`config.mk`:
```
export PLATFORM = sky130hd
export DESIGN_NAME = mvm_job_sequencer
export DESIGN_NICKNAME = d
export VERILOG_FILES = /design/src/rtl/mvm_seq_pkg.sv /design/src/rtl/mvm_seq_buf.sv /design/src/rtl/mvm_job_sequencer.sv
export SDC_FILE = /design/constraint.sdc
export NUM_CORES = 1
export LEC_CHECK = 0
export ABC_AREA = 1
export BUFFER_PORTS_ARGS = -buffer_cell sky130_fd_sc_hd__buf_2
export CORE_MARGIN = 2
export CORE_UTILIZATION = 65
export CTS_CLUSTER_DIAMETER = 50
export DETAILED_ROUTE_END_ITERATION = 10
export PLACE_DENSITY = 0.85
export SKIP_LAST_GASP = 1
export SYNTH_ARGS = -nofsm -noshare
export SYNTH_HDL_FRONTEND = slang
export SYNTH_SLANG_ARGS = --single-unit
```
`constraint.sdc`:
```
create_clock -name clk -period 5.05 [get_ports clk]
set_input_delay 0.7575 -clock clk [delete_from_list [all_inputs] [get_ports clk]]
set_output_delay 0.7575 -clock clk [all_outputs]
set_load 0.05 [all_outputs]
```
`src/rtl/mvm_seq_pkg.sv`:
```
// Shared types and helpers for the MVM job sequencer: mode encoding, FSM states,
// burst kinds and the burst-length rule.
package mvm_seq_pkg;

    typedef logic [2:0] mode_t;

    localparam mode_t MODE_MV = 3'd1;
    localparam mode_t MODE_VM = 3'd2;
    localparam mode_t MODE_M  = 3'd3;
    localparam mode_t MODE_V  = 3'd4;

    typedef enum logic [2:0] {
        S_IDLE,
        S_FILL,
        S_PULSE,
        S_STREAM,
        S_START,
        S_WAIT_DONE,
        S_CAPTURE,
        S_DRAIN
    } state_t;

    typedef enum logic {
        KIND_VEC,
        KIND_MAT
    } kind_t;

    function automatic int unsigned burst_len(input kind_t kind, input int unsigned k);
        return (kind == KIND_MAT) ? k * k : k;
    endfunction

    function automatic logic mode_legal(input mode_t m);
        return (m >= MODE_MV) && (m <= MODE_V);
    endfunction

    // Phase 0 of MV/M loads the matrix first; VM/V start with the vector.
    function automatic kind_t phase_kind(input mode_t m, input logic phase);
        if (!phase)
            return (m == MODE_MV || m == MODE_M) ? KIND_MAT : KIND_VEC;
        return (m == MODE_VM) ? KIND_MAT : KIND_VEC;
    endfunction

endpackage

```
`src/rtl/mvm_seq_buf.sv`:
```
// Small register file with independent write/read pointers; words are read
// back in write order. Pointers reset and clear, contents do not.
module mvm_seq_buf #(
    parameter int DEPTH = 16,
    parameter int W     = 8
) (
    input  logic         clk,
    input  logic         reset,
    input  logic         clr,
    input  logic         wr_en,
    input  logic [W-1:0] wr_data,
    input  logic         rd_inc,
    output logic [W-1:0] rd_data
);

    localparam int AW = (DEPTH > 1) ? $clog2(DEPTH) : 1;
    localparam logic [AW-1:0] PTR_LAST = AW'(DEPTH - 1);

    logic [W-1:0]  mem [DEPTH];
    logic [AW-1:0] wptr;
    logic [AW-1:0] rptr;

    always_ff @(posedge clk) begin
        if (!reset) begin
            wptr <= '0;
            rptr <= '0;
        end else if (clr) begin
            wptr <= '0;
            rptr <= '0;
        end else begin
            if (wr_en)
                wptr <= (wptr == PTR_LAST) ? '0 : wptr + AW'(1);
            if (rd_inc)
                rptr <= (rptr == PTR_LAST) ? '0 : rptr + AW'(1);
        end
    end

    always_ff @(posedge clk) begin
        if (wr_en)
            mem[wptr] <= wr_data;
    end

    assign rd_data = mem[rptr];

endmodule

```
`src/rtl/mvm_job_sequencer.sv`:
```
// Front-end controller for the MVM datapath: stages operand bursts, issues
// load/start pulses, captures the non-stallable result burst and drains it.
module mvm_job_sequencer #(
    parameter int K       = 4,
    parameter int B       = 8,
    parameter int TIMEOUT = 1500
) (
    input  logic                  clk,
    input  logic                  reset,
    input  logic                  cmd_valid,
    output logic                  cmd_ready,
    input  logic [2:0]            cmd_mode,
    input  logic                  in_valid,
    output logic                  in_ready,
    input  logic signed [B-1:0]   in_data,
    output logic                  out_valid,
    input  logic                  out_ready,
    output logic signed [2*B-1:0] out_data,
    output logic                  out_last,
    output logic                  busy,
    output logic                  err_mode,
    output logic                  err_timeout,
    output logic                  mvm_loadMatrix,
    output logic                  mvm_loadVector,
    output logic                  mvm_start,
    output logic signed [B-1:0]   mvm_data_in,
    input  logic                  mvm_done,
    input  logic signed [2*B-1:0] mvm_data_out
);

    import mvm_seq_pkg::*;

    localparam int DEPTH = K * K;
    localparam int CW    = $clog2(DEPTH + 1);
    localparam int WW    = $clog2(TIMEOUT + 1);
    localparam logic [CW-1:0] K_LAST  = CW'(K - 1);
    localparam logic [WW-1:0] WD_LAST = WW'(TIMEOUT - 1);

    state_t          state;
    mode_t           mode_q;
    logic            phase;
    logic [CW-1:0]   cnt;
    logic [WW-1:0]   wdog;
    kind_t           kind;
    logic [CW-1:0]   n_last;
    logic            more_phase;

    logic            stage_clr;
    logic            stage_wr;
    logic            stage_inc;
    logic [B-1:0]    stage_rd;
    logic            res_clr;
    logic            res_wr;
    logic            res_inc;
    logic [2*B-1:0]  res_rd;

    assign kind       = phase_kind(mode_q, phase);
    assign n_last     = CW'(burst_len(kind, K) - 1);
    assign more_phase = (mode_q == MODE_MV || mode_q == MODE_VM) && !phase;

    assign cmd_ready = (state == S_IDLE);
    assign in_ready  = (state == S_FILL);
    assign busy      = (state != S_IDLE);
    assign out_valid = (state == S_DRAIN);
    assign out_last  = out_valid && (cnt == K_LAST);
    assign out_data  = out_valid ? res_rd : '0;

    // Staging read pointer runs one word ahead of the registered mvm_data_in.
    assign stage_clr = (cmd_ready && cmd_valid && mode_legal(cmd_mode))
                     || (state == S_STREAM && cnt == n_last && more_phase);
    assign stage_wr  = in_ready && in_valid;
    assign stage_inc = (state == S_PULSE) || (state == S_STREAM && cnt != n_last);

    assign res_clr = (state == S_WAIT_DONE) && mvm_done;
    assign res_wr  = (state == S_CAPTURE);
    assign res_inc = out_valid && out_ready;

    mvm_seq_buf #(.DEPTH(DEPTH), .W(B)) u_stage (
        .clk     (clk),
        .reset   (reset),
        .clr     (stage_clr),
        .wr_en   (stage_wr),
        .wr_data (in_data),
        .rd_inc  (stage_inc),
        .rd_data (stage_rd)
    );

    mvm_seq_buf #(.DEPTH(K), .W(2 * B)) u_result (
        .clk     (clk),
        .reset   (reset),
        .clr     (res_clr),
        .wr_en   (res_wr),
        .wr_data (mvm_data_out),
        .rd_inc  (res_inc),
        .rd_data (res_rd)
    );

    always_ff @(posedge clk) begin
        if (!reset) begin
            state          <= S_IDLE;
            mode_q         <= '0;
            phase          <= 1'b0;
            cnt            <= '0;
            wdog           <= '0;
            mvm_loadMatrix <= 1'b0;
            mvm_loadVector <= 1'b0;
            mvm_start      <= 1'b0;
            mvm_data_in    <= '0;
            err_mode       <= 1'b0;
            err_timeout    <= 1'b0;
        end else begin
            mvm_loadMatrix <= 1'b0;
            mvm_loadVector <= 1'b0;
            mvm_start      <= 1'b0;
            err_mode       <= 1'b0;
            err_timeout    <= 1'b0;
            case (state)
                S_IDLE: begin
                    if (cmd_valid) begin
                        mode_q <= cmd_mode;
                        phase  <= 1'b0;
                        cnt    <= '0;
                        if (mode_legal(cmd_mode))
                            state <= S_FILL;
                        else
                            err_mode <= 1'b1;
                    end
                end
                S_FILL: begin
                    if (in_valid) begin
                        if (cnt == n_last) begin
                            cnt   <= '0;
                            state <= S_PULSE;
                            if (kind == KIND_MAT)
                                mvm_loadMatrix <= 1'b1;
                            else
                                mvm_loadVector <= 1'b1;
                        end else begin
                            cnt <= cnt + CW'(1);
                        end
                    end
                end
                S_PULSE: begin
                    mvm_data_in <= stage_rd;
                    state       <= S_STREAM;
                end
                S_STREAM: begin
                    if (cnt == n_last) begin
                        cnt <= '0;
                        if (more_phase) begin
                            phase <= 1'b1;
                            state <= S_FILL;
                        end else begin
                            mvm_start <= 1'b1;
                            state     <= S_START;
                        end
                    end else begin
                        cnt         <= cnt + CW'(1);
                        mvm_data_in <= stage_rd;
                    end
                end
                S_START: begin
                    wdog  <= '0;
                    state <= S_WAIT_DONE;
                end
                S_WAIT_DONE: begin
                    if (mvm_done) begin
                        cnt   <= '0;
                        state <= S_CAPTURE;
                    end else if (wdog == WD_LAST) begin
                        err_timeout <= 1'b1;
                        state       <= S_IDLE;
                    end else begin
                        wdog <= wdog + WW'(1);
                    end
                end
                // Results arrive back-to-back and cannot be held off.
                S_CAPTURE: begin
                    if (cnt == K_LAST) begin
                        cnt   <= '0;
                        state <= S_DRAIN;
                    end else begin
                        cnt <= cnt + CW'(1);
                    end
                end
                S_DRAIN: begin
                    if (out_ready) begin
                        if (cnt == K_LAST) begin
                            cnt   <= '0;
                            state <= S_IDLE;
                        end else begin
                            cnt <= cnt + CW'(1);
                        end
                    end
                end
                default: state <= S_IDLE;
            endcase
        end
    end

endmodule

```
## Yosys cells after proc, flatten, opt, wreduce, memory -nomap -nowiden

Memory sizes are Yosys's and may differ from the RTL's. A register that Yosys moved wholly into a read port is not among the register bits.
Index checks and enable logic that the tools add are counted.

| storage, ports and cells | value |
|---|---|
| memories | 2 |
| input bits | 33 |
| logic and storage cells | 144 |
| RAM bits | 192 |
| bits in registers | 48 |

| operators by class | value |
|---|---|
| order comparisons | 2 |
| $add $sub $neg | 7 |
| reduce and logical (&&, ||, !) cells | 34 |
| multiplexer cells | 50 |
| equal/unequal tests | 32 |
| bitwise logic cells | 2 |

Memory list:

| name | depth | bits a word | read ports | clocked after memory_dff | write ports | line | text |
|---|---|---|---|---|---|---|---|
| u_stage.mem | 16 | 8 | 1 | 1 | 1 | mvm_seq_buf.sv:19 | `logic [W-1:0] mem [DEPTH];` |
| u_result.mem | 4 | 16 | 1 | 1 | 1 | mvm_seq_buf.sv:19 |  |

Operator list:

| operator | number |
|---|---|
| $mux W5 | 7 |
| $mux W3 | 11 |
| $pmux W5 S6 | 1 |
| $pmux W3 S8 | 1 |
| $mux W11 | 2 |
| $pmux W11 S2 | 1 |
| $mux W16 | 1 |
| $mux W4 | 4 |
| $pmux W8 S2 | 1 |
| $mux W1 | 15 |
| $ne A2 B2 Y1 const B | 7 |
| $eq A3 B2 Y1 const B | 4 |
| $eq A3 B3 Y1 const B | 4 |
| $ne A2 B1 Y1 const B | 6 |
| $add A11 B1 Y11 const B | 1 |
| $eq A11 B11 Y1 const B | 1 |
| $logic_and A1 B1 Y1 | 11 |
| $reduce_and A3 Y1 | 3 |
| $reduce_and A9 Y1 | 1 |
| $add A4 B1 Y4 const B | 2 |
| $eq A4 B4 Y1 const B | 2 |
| $mux W2 | 4 |
| $mux W8 | 1 |
| $reduce_and A4 Y1 | 2 |
| other kinds (23) | 34 |

## Depth between registers and ports, before layout

Gate-level depths: netlist of run 1.

| depth | value |
|---|---|
| depth after elaboration | 12 |
| depth in mapped cells | 12 |
| depth with buffers taken out | 12 |

## Cells and area by module

Synthesis of run 1 repeated with hierarchy kept, for this count alone.

| unflattened totals | value |
|---|---|
| cell total of the unflattened synthesis | 1202 |
| area, all modules | 11104.4 um^2 |

Modules (own cells, without submodules):

| module | times used | sequential area each (um^2) | cells an instance | area each (um^2) |
|---|---|---|---|---|
| mvm_seq_buf at u_stage | 1 | 4083.9 | 597 | 6079.6 |
| mvm_seq_buf at u_result | 1 | 2042.0 | 294 | 3029.2 |
| mvm_job_sequencer | 1 | 720.7 | 311 | 1995.7 |

## Worst setup path after synthesis of run 1

No wires, ideal clock.

| timing | value |
|---|---|
| path kind | reg2out |
| start point | register state[1] |
| end point | output port out_data[10] |
| data arrival time | 2.241 ns |
| data required time | 4.293 ns |
| setup slack | 2.052 ns |
| stages on the path, launching flop included | 7 |
| path through | dfxtp_1 -> buf_4 -> nand2_1 -> nor2_2 -> inv_2 -> clkbuf_1 -> a21oi_1 |

| between the ends | value |
|---|---|
| word-level cells in the longest chain between the ends | 2 |

Ends and longest elaborated chain:

| item | line | text |
|---|---|---|
| from (decl) | mvm_job_sequencer.sv:39 | `state_t state;` |
| from (signal assigned) | mvm_job_sequencer.sv:100 | `state <= S_IDLE;` |
| from (signal assigned) | mvm_job_sequencer.sv:124 | `state <= S_FILL;` |
| from (signal assigned) | mvm_job_sequencer.sv:133 | `state <= S_PULSE;` |
| $eq A3 B3 Y1 | mvm_job_sequencer.sv:64 | `assign out_valid = (state == S_DRAIN);` |
| via out_valid | mvm_job_sequencer.sv:16 | `output logic out_valid,` |
| $mux W16 | mvm_job_sequencer.sv:66 | `assign out_data = out_valid ? res_rd : '0;` |
| to (decl) | mvm_job_sequencer.sv:18 | `output logic signed [2*B-1:0] out_data,` |

The timed path passes the listed nets, and every way through them passes these cells.

==> summary by stage, run 1 <==
Outcome
The flow ran to the end, and the final reports show no timing, DRC or antenna violations.

Placement
Routability-driven placement finished with a final weighted congestion of approximately 0.9. After legalization and detailed placement, the total HPWL measured 13.99 mm. In this run, placement finished with an instance count of 1287. Buffers placed on the I/O ports in this run total 66.

Clock tree
In this run, CTS created clock tree buffers numbering 25. TritonCTS built the clock tree. The number of buffers inserted to repair setup after CTS is 0. The longest clock path from root to sink contains 3 buffers.

The clock insertion delay at the later pin of the skew report is 510 ps. The post-cts repair resize count is 0. In this run the number of H-tree levels came out at 1. The tree built by TritonCTS fans out to 246 sinks. The tree is rooted in a clkbuf_16. The clock edge transition at the registers on the reported setup and hold paths is ~60 ps. After clock tree synthesis, the flow added hold-fix buffers numbering 0.

Global route
The wire length of the first global-routing pass is 36.34 mm. The number of global-route vias before repair is around 7300. The pin count of the biggest net entering global routing is about 130.

The initial antenna violation count is 0. For this run the aggregate overflow at the end of global routing stands at 0. The overall routing resource usage is 0.2620.

Worst setup path
The signal on the critical path passes through inv_2, o21ai_0, a21oi_1, buf_2. The endpoint arrival time on the critical path is 2790 ps. The worst setup path is launched from a register. The startpoint of the worst-slack reg-to-reg timing path is state[0]. The critical path capture point is out_data[14].

The required time of the worst setup path is 4290 ps. Of all nets on the critical path, the largest fanout is 33. The largest single stage delay on the critical path is between 1000 and 1500 ps.

The capturing point of the worst reg2reg path is u_stage.mem[7][4]. Counting cells, the worst reg-to-reg path comes to 6. The worst setup path is captured at an output pin. The flop-to-flop setup slack is 2510 ps. The type of the setup path with the least slack is reg2out. The standard cell with the maximum stage delay on the critical path is dfxtp_1.

Drt
The wire length on met1 is 9.324 mm. The final route contains roughly 7600 vias. The average via count per standard cell is 5.703. The length of routed met2 wiring is 11.24 mm. The first detailed-routing pass took 5 iterations. The routed wire length is 22.85 mm. The highest metal layer with signal wires is met4. The remaining design rule violation count is 0. After the first detailed-routing iteration, the DRC count stood at roughly 770. The routed design uses roughly 1.4 mm of met3 wire. After detailed routing, the average wire length per cell comes to around 17 µm. The detail route stage leaves a number of antenna-violating nets equal to 0.

Floorplanning
The row count is 46. The y dimension of the die is approximately 130 µm. The initial core utilization is 0.6669. The number of top-level pins is 67. From left edge to right edge, the die measures 131.7 µm. The total area inside the core boundary comes to 15890 µm². The die outline area is ~17000 µm².

Timing
The number of pins with negative max-slew slack in the final report is 0. For the pin with the worst max-slew slack, the measured transition is 1184 ps. The final-report hold violation count was 0. The setup violation total in the final timing report is 0. The post-route fraction of the period consumed by the critical path is 0.7033. Setup repair after global routing left no endpoint under its margin.

Setup total negative slack on the finished layout was measured at 0 ps. The maximum clock frequency is 281.6 MHz. Counting I/O delays and the setup requirement, the final critical path takes 3551 ps. The final worst clock skew is a little over 7 ps. Headroom to the max-slew limit came out at 0.2109.

Synth
The fraction of the mapped netlist area in compound gates is 0.09921. By area, the combinational part of the netlist is dominated by simple AND/OR/NAND/NOR gates. The number of nets in the synthesized netlist is between 1000 and 1500. The average cell area after synthesis is 10.16 µm². Counting flops and latches in the post-synthesis netlist gives 246. The synthesized netlist occupies a cell area of 10590 µm². The synthesized design contains 192 enable-type register cells. The post-synthesis async set-or-reset flop share is 0. Of the total synthesized cell area, the portion taken by XOR and XNOR cells is 0.007441. In the synthesized netlist the dominant register cell turns out to be edfxtp_1. After synthesis, the share of cell area in mux cells is 0.

Of the total synthesized cell area, the portion taken by full adders, half adders and majority gates is 0.01772. The share of the Yosys chip area taken by registers is 0.6463. The total number of yosys warnings is 0.

The simple-gate portion of the synthesized area is 0.1633. The distinct cell type count of the synthesized netlist is 32. Counting every instance in the synthesized netlist gives 1043.

Final layout
The ratio of cells with drive above 1 in the final layout is 0.1201. The share of the core filled with cells is 0.7494. The area overhead of the layout relative to synthesis is 12.38%. After the last flow step, the layout net total stands at roughly 1100.

The repair_antennas step left the layout with diodes totalling 0. The filler cell count in the final layout is a little over 1000. The final instance count without filler cells is 1332.

Power
For this design the static power due to leakage is 0.004518 µW. After layout, the design draws a total of 4979 µW. The maximum vdd ir drop is between 300 and 400 µV. For this design the ratio of total power to cell area is 418.2 nW/µm².

Flow run
The number of maximum-capacitance constraint violations is 0.

Worst hold path
The path type of the worst min-delay path is in2reg.
==> cells by family (layout without fill, tap and decap cells) <==
kind of cell,after synthesis,count (layout)
AO/OA/AOI/OAI,192,192
flip-flops,246,246
adder cells (fa/ha/maj),15,15
AND/OR/NAND/NOR,407,407
XOR/XNOR,9,9
buffers and inverters,174,247
==> layout by cell type (no fill, tap or decap), drive strengths merged <==
cell type and n:
a211oi 1, a21boi 1, a21oi 85, buf 71, bufinv 6, clkbuf 29
clkinv 11, clkinvlp 1, dfxtp 54, edfxtp 192, ha 15, inv 129
nand2 161, nand3 78, nand3b 4, nand4 9, nor2 147, nor3 6
o211ai 32, o21ai 72, o22ai 1, or2 2, xnor2 1, xor2 8
==> report_power, final <==
part           internal, µW  switching, µW
combinational           189            479
clock                  1220            744
sequential             2240            113
total                  3640           1340
==> layer usage <==
| layer | vias up | global-route usage |
|---|---|---|
| met5 | - | 0 |
| met4 | 0 | 0.1123 |
| met3 | 69 | 0.03318 |
| met2 | 349 | 0.4337 |
| met1 | 3547 | 0.3529 |
| li1 | 3631 | - |
==> state kept, by name, indices dropped and copies added (netlist names), named ones only <==
register        flops
u_stage.mem       128
u_result.mem       64
wdog               11
mvm_data_in         8
cnt                 5
u_stage.rptr        4
u_stage.wptr        4
mode_q              3
state               3
u_result.rptr       2
u_result.wptr       2
err_mode            1
err_timeout         1
mvm_loadMatrix      1
mvm_loadVector      1
mvm_start           1
phase               1
==> Yosys cell counts (all sizes together), types with 4 or more instances <==
cell type / number / area [µm²]
buf: 20 / 121.4
a21oi: 85 / 425.4
nand3b: 4 / 30.03
o211ai: 32 / 240.2
inv: 129 / 484.2
ha: 15 / 187.7
xor2: 8 / 70.07
dfxtp: 54 / 1081
clkbuf: 23 / 86.33
nor3: 6 / 30.03
nand2: 161 / 629.3
edfxtp: 192 / 5766
nor2: 147 / 581.8
nand3: 78 / 390.4
nand4: 9 / 56.30
o21ai: 72 / 364.1
==> critical path, delay by kind of cell, from the launching register on <==
kind / cells / cell delay, ps
flops: 1 / 1080
compound gates: 2 / 480
buf+inv: 2 / 720
==> final cells by class <==
cell class,instances,area [µm²],area share
Timing Repair Buffer,71,367.9,0.03090
Inverter,131,491.7,0.04130
Tap cell,216,270.3,0.02270
Clock inverter,16,235.2,0.01976
Multi-Input combinational cell,623,3048,0.2560
Clock buffer,29,640.6,0.05381
Sequential cell,246,6852,0.5755
==> how the worst min path moves through the flow <==
| stage | end | slack (ps) | start | depth (start not counted) |
|---|---|---|---|---|
| final | u_result.mem[1][6] | 460 | mvm_data_out[6] | 1 |
| after global placement | wdog[9] | 450 | wdog[9] | 2 |
| after CTS | u_result.mem[0][12] | 460 | mvm_data_out[12] | 1 |
| after global routing | u_result.mem[2][0] | 460 | mvm_data_out[0] | 1 |
| after detailed placement | wdog[9] | 460 | wdog[9] | 2 |
| after floorplan | wdog[9] | 440 | wdog[9] | 2 |
==> per-stage QoR <==
stage	hold slack (ps)	setup WS [ps]	area [µm²]
floorplan	443.6	2052	10590
global route	459.4	1272	11910
global placement	453.9	2349	11030
detailed placement	463.6	2122	11030
finish	464.5	1499	11910
CTS	457.3	1549	11910
No activity file was read; power rests on OpenSTA's default activity.
==> inputs of run 2 (changes only) <==
--- a/config.mk
+++ b/config.mk
@@ -5,13 +5,13 @@
 export SDC_FILE = /design/constraint.sdc
 export NUM_CORES = 1
 export LEC_CHECK = 0
-export ABC_AREA = 1
+export ABC_AREA = 0
 export BUFFER_PORTS_ARGS = -buffer_cell sky130_fd_sc_hd__buf_2
 export CORE_MARGIN = 2
-export CORE_UTILIZATION = 65
+export CORE_UTILIZATION = 60
 export CTS_CLUSTER_DIAMETER = 50
 export DETAILED_ROUTE_END_ITERATION = 10
-export PLACE_DENSITY = 0.85
+export PLACE_DENSITY = 0.79
 export SKIP_LAST_GASP = 1
 export SYNTH_ARGS = -nofsm -noshare
 export SYNTH_HDL_FRONTEND = slang
==> constraint.sdc (replaced) <==
create_clock -name clk -period 3.7 [get_ports clk]
set_input_delay 0.555 -clock clk [delete_from_list [all_inputs] [get_ports clk]]
set_output_delay 0.555 -clock clk [all_outputs]
set_load 0.05 [all_outputs]
==> summary by stage, run 2 <==
Final layout
Ranked by flip-flop count, first place goes to u_stage.mem. The final antenna diode count is 0 (unchanged). The area overhead of the layout relative to synthesis is 13.41%. The commonest non-fill, non-tap cell in the layout is edfxtp_1. In the layout the commonest cells are 192 x edfxtp_1, 66 x buf_2, 53 x dfxtp_1, 48 x mux4_2, 31 x nor2_1. The net total in the final layout was 740 (-35%). The ratio of cells with drive above 1 in the final layout is 0.2363 (+0.1162). The filler cell count in the final layout is 1074 (+6.5%). The flip-flop count of the largest register, all copies and words added was 128 (unchanged).

The largest registers in the layout are u_stage.mem: 128 flops, u_result.mem: 64 flops, wdog: 11 flops.

Drt
The number of DRC markers in iteration 0 is 460 (-40%). The average via count per standard cell was 6.103 (+7.0%). The remaining design rule violation count is 0 (unchanged). The detailed-router iteration count before antenna repair is 5 (unchanged). The post-detailed-route count of antenna-violating nets came to 0 (unchanged). The number of vias in the routed layout is 5682 (-25%). The wire length per cell after detailed routing is 21.69 µm (+26%).

The routed wire length is 20.19 mm (-12%).

Placement
The count of buffers from port buffering is 66 (unchanged). The placed wire-length estimate after detailed placement is 13.34 mm (-4.6%). The final weighted congestion in routability-driven placement is 0.8103 (-8.1%).

The post-place setup slack is 1237 ps (-885.0 ps).

Flow run
The number of maximum-capacitance constraint violations came to 0 (unchanged).

Timing
The worst relative slew slack is 0.2721 (+0.06121). The maximum clock frequency is 343.9 MHz. The slew of the pin with the lowest slew margin is 1078 ps (-105.9 ps). The final worst clock skew is 6.807 ps (-0.4617 ps).

The number of pins with negative max-slew slack in the final report is 0 (unchanged). Subtracting the final worst setup slack from the clock period gives 2908 ps. In the finished design, the share of the clock period the worst path needs comes to 0.7859. The final-report hold violation count came to 0 (unchanged). The slack of the critical path is 792.3 ps (-706.2 ps).

The total negative slack came to 0 ps (unchanged). Setup repair after global routing left no endpoint under its margin. The setup violation total in the final timing report came to 0 (unchanged).

Synth
The total number of yosys warnings is 0 (unchanged). The register area share after synthesis came to 0.6839 (+0.03764). The most frequent cell after synthesis is edfxtp_1.

For this run, the leading register cell type out of synthesis is edfxtp_1. Of all cell types, the one taking the most synthesized area is edfxtp_1. The net count after synthesis is 667 (-39%). In the post-synthesis netlist, the biggest area contributors are edfxtp_1 58%, dfxtp_1 11%, mux4_2 11%, ha_1 1.9%, and2_1 1.7%. The synthesized cell area is 10010 µm² (-5.5%).

The post-synthesis async set-or-reset flop share came to 0 (unchanged). The synthesized flop and latch total is 246 (unchanged). The number of cells produced by synthesis is 619 (-41%).

The distinct cell type count of the synthesized netlist is 64 (+100%). The share of the synthesized area in the top cell type came to 0.5759 (+0.03170). The average cell area after synthesis was 16.17 µm² (+59%). Ranked by instance count, the synthesized netlist is headed by 192 x edfxtp_1, 54 x dfxtp_1, 48 x mux4_2, 31 x nor2_1, 27 x and2_1. The number of enable-type register cells in the synthesized netlist came to 192 (unchanged).

Clock tree
The post-cts repair resize count is 0 (unchanged). The clock buffer count from CTS came to 26 (+4.0%). The number of H-tree levels is 1 (unchanged). The clock insertion delay at the later pin of the skew report came to 510 ps (about the same). The clock edge transition at the registers on the reported setup and hold paths is 60 ps (about the same). The buffer depth of the longest clock path is 3 (unchanged). The CTS sink count is 246 (unchanged). The number of buffers inserted to repair setup after CTS is 0 (unchanged).

The CTS tree is yes. Clock tree synthesis selected as its root buffer the cell clkbuf_16. The count of hold buffers inserted by post-cts repair is 0 (unchanged).

Global route
The pin count of the biggest net entering global routing was 29 (-78%). The most utilized layer in the global route result is met2. The fraction of met3 tracks used by global routing is 0.03957 (+0.006395). The initial antenna violation count is 0 (unchanged).

The fraction of met2 tracks used by global routing is 0.4085 (-0.02522). The total congestion overflow after global routing is 0 (unchanged). The wire length of the first global-routing pass is 31.48 mm (-13%). The met1 demand-to-capacity share in global routing is 0.3010 (-0.05190). The overall routing resource usage was 0.2321 (-0.02991). The number of global-route vias before repair is 5665 (-22%).

Worst setup path
The largest stage delay on the critical path came to 670 ps (-410 ps). The required time of the worst setup path is 3140 ps (-1150 ps). Walking the worst path, the cells encountered are nand3_1, inv_1, and2_1, buf_2.

The count of cells along the worst register-to-register path is 6 (unchanged). In this run the critical register-to-register path is captured at mvm_data_in[4]. The type of origin of the critical path is a register. STA classifies the critical path endpoint as an output pin. The largest fanout on the critical path is 19 (-42%). The startpoint of the worst-slack reg-to-reg timing path is cnt[0]. The flop-to-flop setup slack is 1210 ps (-1300 ps). On the critical path, the stage with the largest delay is an instance of dfxtp_1. The endpoint arrival time on the critical path is 2350 ps (-440 ps).

The critical path is of the reg2out type.

Floorplanning
The row count was 47 (+2.2%). The width of the die is 133.2 µm (+1.1%). The die outline area is 17730 µm² (+2.3%). The y dimension of the die is 133.2 µm (+1.1%). The initial core utilization came to 0.6080 (-0.05892). The core box area is 16470 µm² (+3.7%). The number of top-level pins is 67 (unchanged).

Worst hold path
The number of instances on the worst hold path is 1 (unchanged). The path type of the worst min-delay path is in2reg. The hold path startpoint is mvm_data_out[14]. For hold timing, the worst endpoint is u_result.mem[1][14].

Outcome
The run finished with clean final reports.

Power
The overall power consumption came to 5675 µW (+14%). The power density over the cells is 499.8 nW/µm² (+20%). The reported leakage power was 0.003831 µW (-15%). The maximum vdd ir drop is 449.8 µV (+20%).
[run 2: changes by cell type after synthesis, moves of 10 or more]
cell / change
and2_1: +27
inv_1: -112
clkbuf_1: -10
nor2_1: -110
o211ai_1: -29
mux2i_1: +13
and3_1: +10
nand3_1: -58
a21oi_1: -65
nand2_1: -127
o21ai_0: -50
mux4_2: +48
[run 2: where the power goes]
group,switching (µW),internal (µW),total [µW]
logic,151,71.3,223
clock network,1010,1440,2440
registers,18.9,2990,3010
total,1180,4500,5670
[run 2: worst max path at each step]
stage,startpoint,to,slack (ps),depth (start not counted)
after floorplan,state[0],u_stage.mem[7][0],290,4
after CTS,state[0],out_data[14],740,4
after detailed placement,cnt[0],mvm_data_in[5],1240,6
after global routing,state[0],out_data[14],640,4
final,state[0],out_data[14],790,4
after global placement,register,mvm_data_in[7],1300,6
[run 2: logic make-up (layout without fill, tap and decap cells)]
logic type | Yosys count | count (layout) | synth area share
fa+ha+maj | 15 | 15 | 0.01875
xor+xnor | 12 | 12 | 0.01050
mux | 61 | 61 | 0.1210
simple gates | 163 | 163 | 0.09024
flops | 246 | 246 | 0.6839
buf+inv | 40 | 132 | 0.01687
compound gates | 82 | 82 | 0.05874
[run 2: cell type report]
type	count	area [µm²]	share of cell area
clock buffer	37	723.2	0.06370
clock inverter	10	87.58	0.007714
inverter	13	48.80	0.004298
multi-input combinational	333	2995	0.2638
sequential	246	6848	0.6032
tap	220	275.3	0.02425
timing repair buffer	72	375.4	0.03306
[run 2: stage by stage]
step	hold slack, ps	instances	utilization	cell area, µm²
6_report	256.3	931	0.6895	11350
5_1_grt	242.2	931	0.6895	11350
4_1_cts	243.1	931	0.6895	11350
3_5_place_dp	462.8	884	0.6403	10540
3_3_place_gp	457.5	884	0.6403	10540
2_1_floorplan	454.1	619	-	10010
[run 2: critical path, delay by kind of cell (launching register included)]
kind                   cells  cell delay [ps]
and+or+nand+nor            2              460
DFF                        1              670
buffers and inverters      2              710
[run 2: layer usage]
metal,routed length (µm),vias up
met5,0,-
met4,501,0
met3,1185,35
met2,10410,203
met1,8092,2876
li1,-,2568
==> inputs of run 3 (changes only) <==
--- a/config.mk
+++ b/config.mk
@@ -5,13 +5,13 @@
 export SDC_FILE = /design/constraint.sdc
 export NUM_CORES = 1
 export LEC_CHECK = 0
-export ABC_AREA = 0
+export ABC_AREA = 1
 export BUFFER_PORTS_ARGS = -buffer_cell sky130_fd_sc_hd__buf_2
 export CORE_MARGIN = 2
-export CORE_UTILIZATION = 60
+export CORE_UTILIZATION = 55
 export CTS_CLUSTER_DIAMETER = 50
 export DETAILED_ROUTE_END_ITERATION = 10
-export PLACE_DENSITY = 0.79
+export PLACE_DENSITY = 0.76
 export SKIP_LAST_GASP = 1
 export SYNTH_ARGS = -nofsm -noshare
 export SYNTH_HDL_FRONTEND = slang
==> constraint.sdc (replaced) <==
create_clock -name clk -period 2.35 [get_ports clk]
set_input_delay 0.3525 -clock clk [delete_from_list [all_inputs] [get_ports clk]]
set_output_delay 0.3525 -clock clk [all_outputs]
set_load 0.05 [all_outputs]
==> summary by stage, run 3 (synthesized netlist as in run 1, its figures left out) <==
Global route
The total congestion overflow after global routing is 0 (unchanged). The number of global-route vias before repair is 7306 (+29%). The initial antenna violation count is 0 (unchanged). The overall routing resource usage was 0.2316 (-0.0005007). The pin count of the biggest net entering global routing is 45 (+55%). The wire length of the first global-routing pass is 36.98 mm (+17%).

Floorplanning
The y dimension of the die was 142.8 µm (+7.2%). The core box area is 18830 µm² (+14%). The number of top-level pins was 67 (unchanged). The row count came to 50 (+6.4%). The width of the die is 142.8 µm (+7.2%). The die outline area is 20390 µm² (+15%).

The initial core utilization is 0.5626 (-0.04539).

Worst setup path
The worst setup path is launched from a register. The largest stage delay on the critical path is 450 ps (-220 ps). The standard cell with the maximum stage delay on the critical path is dfxtp_2. The largest fanout on the critical path is 18 (-1). STA classifies the critical path endpoint as an output pin. The required time of the worst setup path is 2000 ps (-1140 ps). The type of the setup path with the least slack is reg2out. The endpoint arrival time on the critical path is 1900 ps (-450 ps). The signal on the critical path passes through nand2_1, nor2_4, inv_4, a21oi_1, buf_2.

Placement
The placed wire-length estimate after detailed placement came to 14.89 mm (+12%). The post-place setup slack was 429.3 ps (-808.0 ps). The final weighted congestion in routability-driven placement is 0.8626 (+6.5%). The count of buffers from port buffering came to 66 (unchanged).

Timing
The post-layout minimum cycle time is around 2300 ps. The worst-case hold slack is 35.55 ps (-220.8 ps). The setup violation total in the final timing report is 0 (unchanged). The slew of the pin with the lowest slew margin came to 570.1 ps (-507.7 ps). The final worst clock skew is 10.48 ps (+3.675 ps). The number of pins with negative max-slew slack in the final report is 0 (unchanged). The slack of the critical path is 97.75 ps (-694.6 ps). Dividing the final minimum period by the clock period gives 0.9584. Based on the critical path, the design can be clocked at up to 444.0 MHz. The final-report hold violation count is 0 (unchanged). Setup repair after global routing left no endpoint under its margin.

The worst relative slew slack is 0.6195 (+0.3474).

Drt
The number of vias in the routed layout is 7581 (+33%). The routed wire length came to 23.07 mm (+14%). The number of DRC markers in iteration 0 is 574 (+25%). The detailed-router iteration count before antenna repair is 5 (unchanged). The post-detailed-route count of antenna-violating nets was 0 (unchanged).

The remaining design rule violation count is 0 (unchanged). The average via count per standard cell is 5.396 (-12%). The wire length per cell after detailed routing came to 16.42 µm (-24%).

Clock tree
The clock edge transition at the registers on the reported setup and hold paths is 60 ps (about the same). The clock buffer count from CTS was 26 (unchanged). The clock insertion delay at the later pin of the skew report is 530 ps (+20 ps).

The CTS tree is yes. The CTS sink count is 246 (unchanged). The tree is rooted in a clkbuf_16. The number of H-tree levels is 1 (unchanged). The buffer depth of the longest clock path is 3 (unchanged). The count of hold buffers inserted by post-cts repair was 0 (unchanged).

Power
The power density over the cells was 882.1 nW/µm² (+76%). The maximum vdd ir drop was 862.4 µV (+92%). The overall power consumption is 10830 µW (+91%). The reported leakage power is 0.004682 µW (+22%).

Final layout
The filler cell count in the final layout is 1432 (+33%). The register ranked first by flip-flop count is u_stage.mem. The share of the core filled with cells was 0.6520 (-0.03755). In the layout the commonest cells are 192 x edfxtp_1, 153 x nand2_1, 141 x nor2_1, 124 x inv_1, 84 x a21oi_1.

The ratio of cells with drive above 1 in the final layout is 0.1476 (-0.08869). The flip-flop count of the largest register, all copies and words added was 128 (unchanged). The net total in the final layout is 1173 (+59%). The commonest non-fill, non-tap cell in the layout is edfxtp_1. The final antenna diode count is 0 (unchanged).

The largest registers in the layout are u_stage.mem: 128 flops, u_result.mem: 64 flops, wdog: 11 flops. The area overhead of the layout relative to synthesis is 15.89%.

Outcome
The flow ran to the end, and the final reports show no timing, DRC or antenna violations.

Flow run
The number of maximum-capacitance constraint violations is 0 (unchanged).

Worst hold path
The worst hold path belongs to the class in2reg.
run 3: cell count changes in the layout (fill, tap and decap cells not counted), moves of 13 or more:
cell / before / now
nand3_1: 20 / 78
inv_1: 13 / 124
nor2_1: 31 / 141
mux4_2: 48 / 0
buf_4: 6 / 28
mux2i_1: 13 / 0
a21oi_1: 20 / 84
o211ai_1: 3 / 32
nand2_1: 26 / 153
o21ai_0: 13 / 63
and2_1: 27 / 0
run 3: power by group:
part / switching (µW) / total, µW / leakage, µW / internal, µW
Clock: 1660 / 4220 / 0.000438 / 2560
Combinational: 1170 / 1630 / 0.00208 / 455
Sequential: 165 / 4980 / 0.00217 / 4820
run 3: metal layers:
metal  vias to the layer above  track usage  wire [µm]
met3                        50      0.03856       1925
met1                      3509       0.3125       9590
met2                       329       0.3864      10930
li1                       3693            -          -
met4                         0      0.07452        620
met5                         -            0          0
run 3: repair_timing:
action / 4_1_cts / 5_1_grt
setup buffers: 0 / 1
resized for setup: 4 / 16
endpoints found under the setup margin: 17 / 17
pin swaps: 0 / 0
run 3: final cells by class:
cell class                      instances  area, µm²  area share
Sequential cell                       246       6857      0.5585
Clock inverter                         17      200.2     0.01631
Multi-Input combinational cell        623       3062      0.2494
Inverter                              131      500.5     0.04077
Timing Repair Buffer                   97      633.1     0.05157
Tap cell                              260      325.3     0.02650
Clock buffer                           31      699.4     0.05697
run 3: path summary, 6_finish.rpt:
| check | start | end | slack, ps | cells past startpoint |
|---|---|---|---|---|
| setup / recovery | state[1] | out_data[11] | 100 | 5 |
| hold / removal | mvm_data_out[5] | u_result.mem[3][5] | 40 | 1 |
| setup reg to reg | state[0] | u_stage.mem[4][4] | 500 | 7 |
| hold reg to reg | wdog[9] | wdog[9] | 470 | 2 |
run 3: critical path, delay by kind of cell, from the launching register on:
family,cells,cell delay [ps]
AND/OR/NAND/NOR,2,320
buffers and inverters,2,410
AO/OA/AOI/OAI,1,180
flip-flops,1,450
run 3: per-stage QoR:
| stage | setup TNS [ps] | cells | cell area (µm²) |
|---|---|---|---|
| detailed placement | 0 | 1356 | 11310 |
| CTS | 0 | 1404 | 12220 |
| global placement | 0 | 1356 | 11310 |
| floorplan | -2576 | 1043 | 10600 |
| global route | 0 | 1405 | 12280 |
| finish | 0 | 1405 | 12280 |
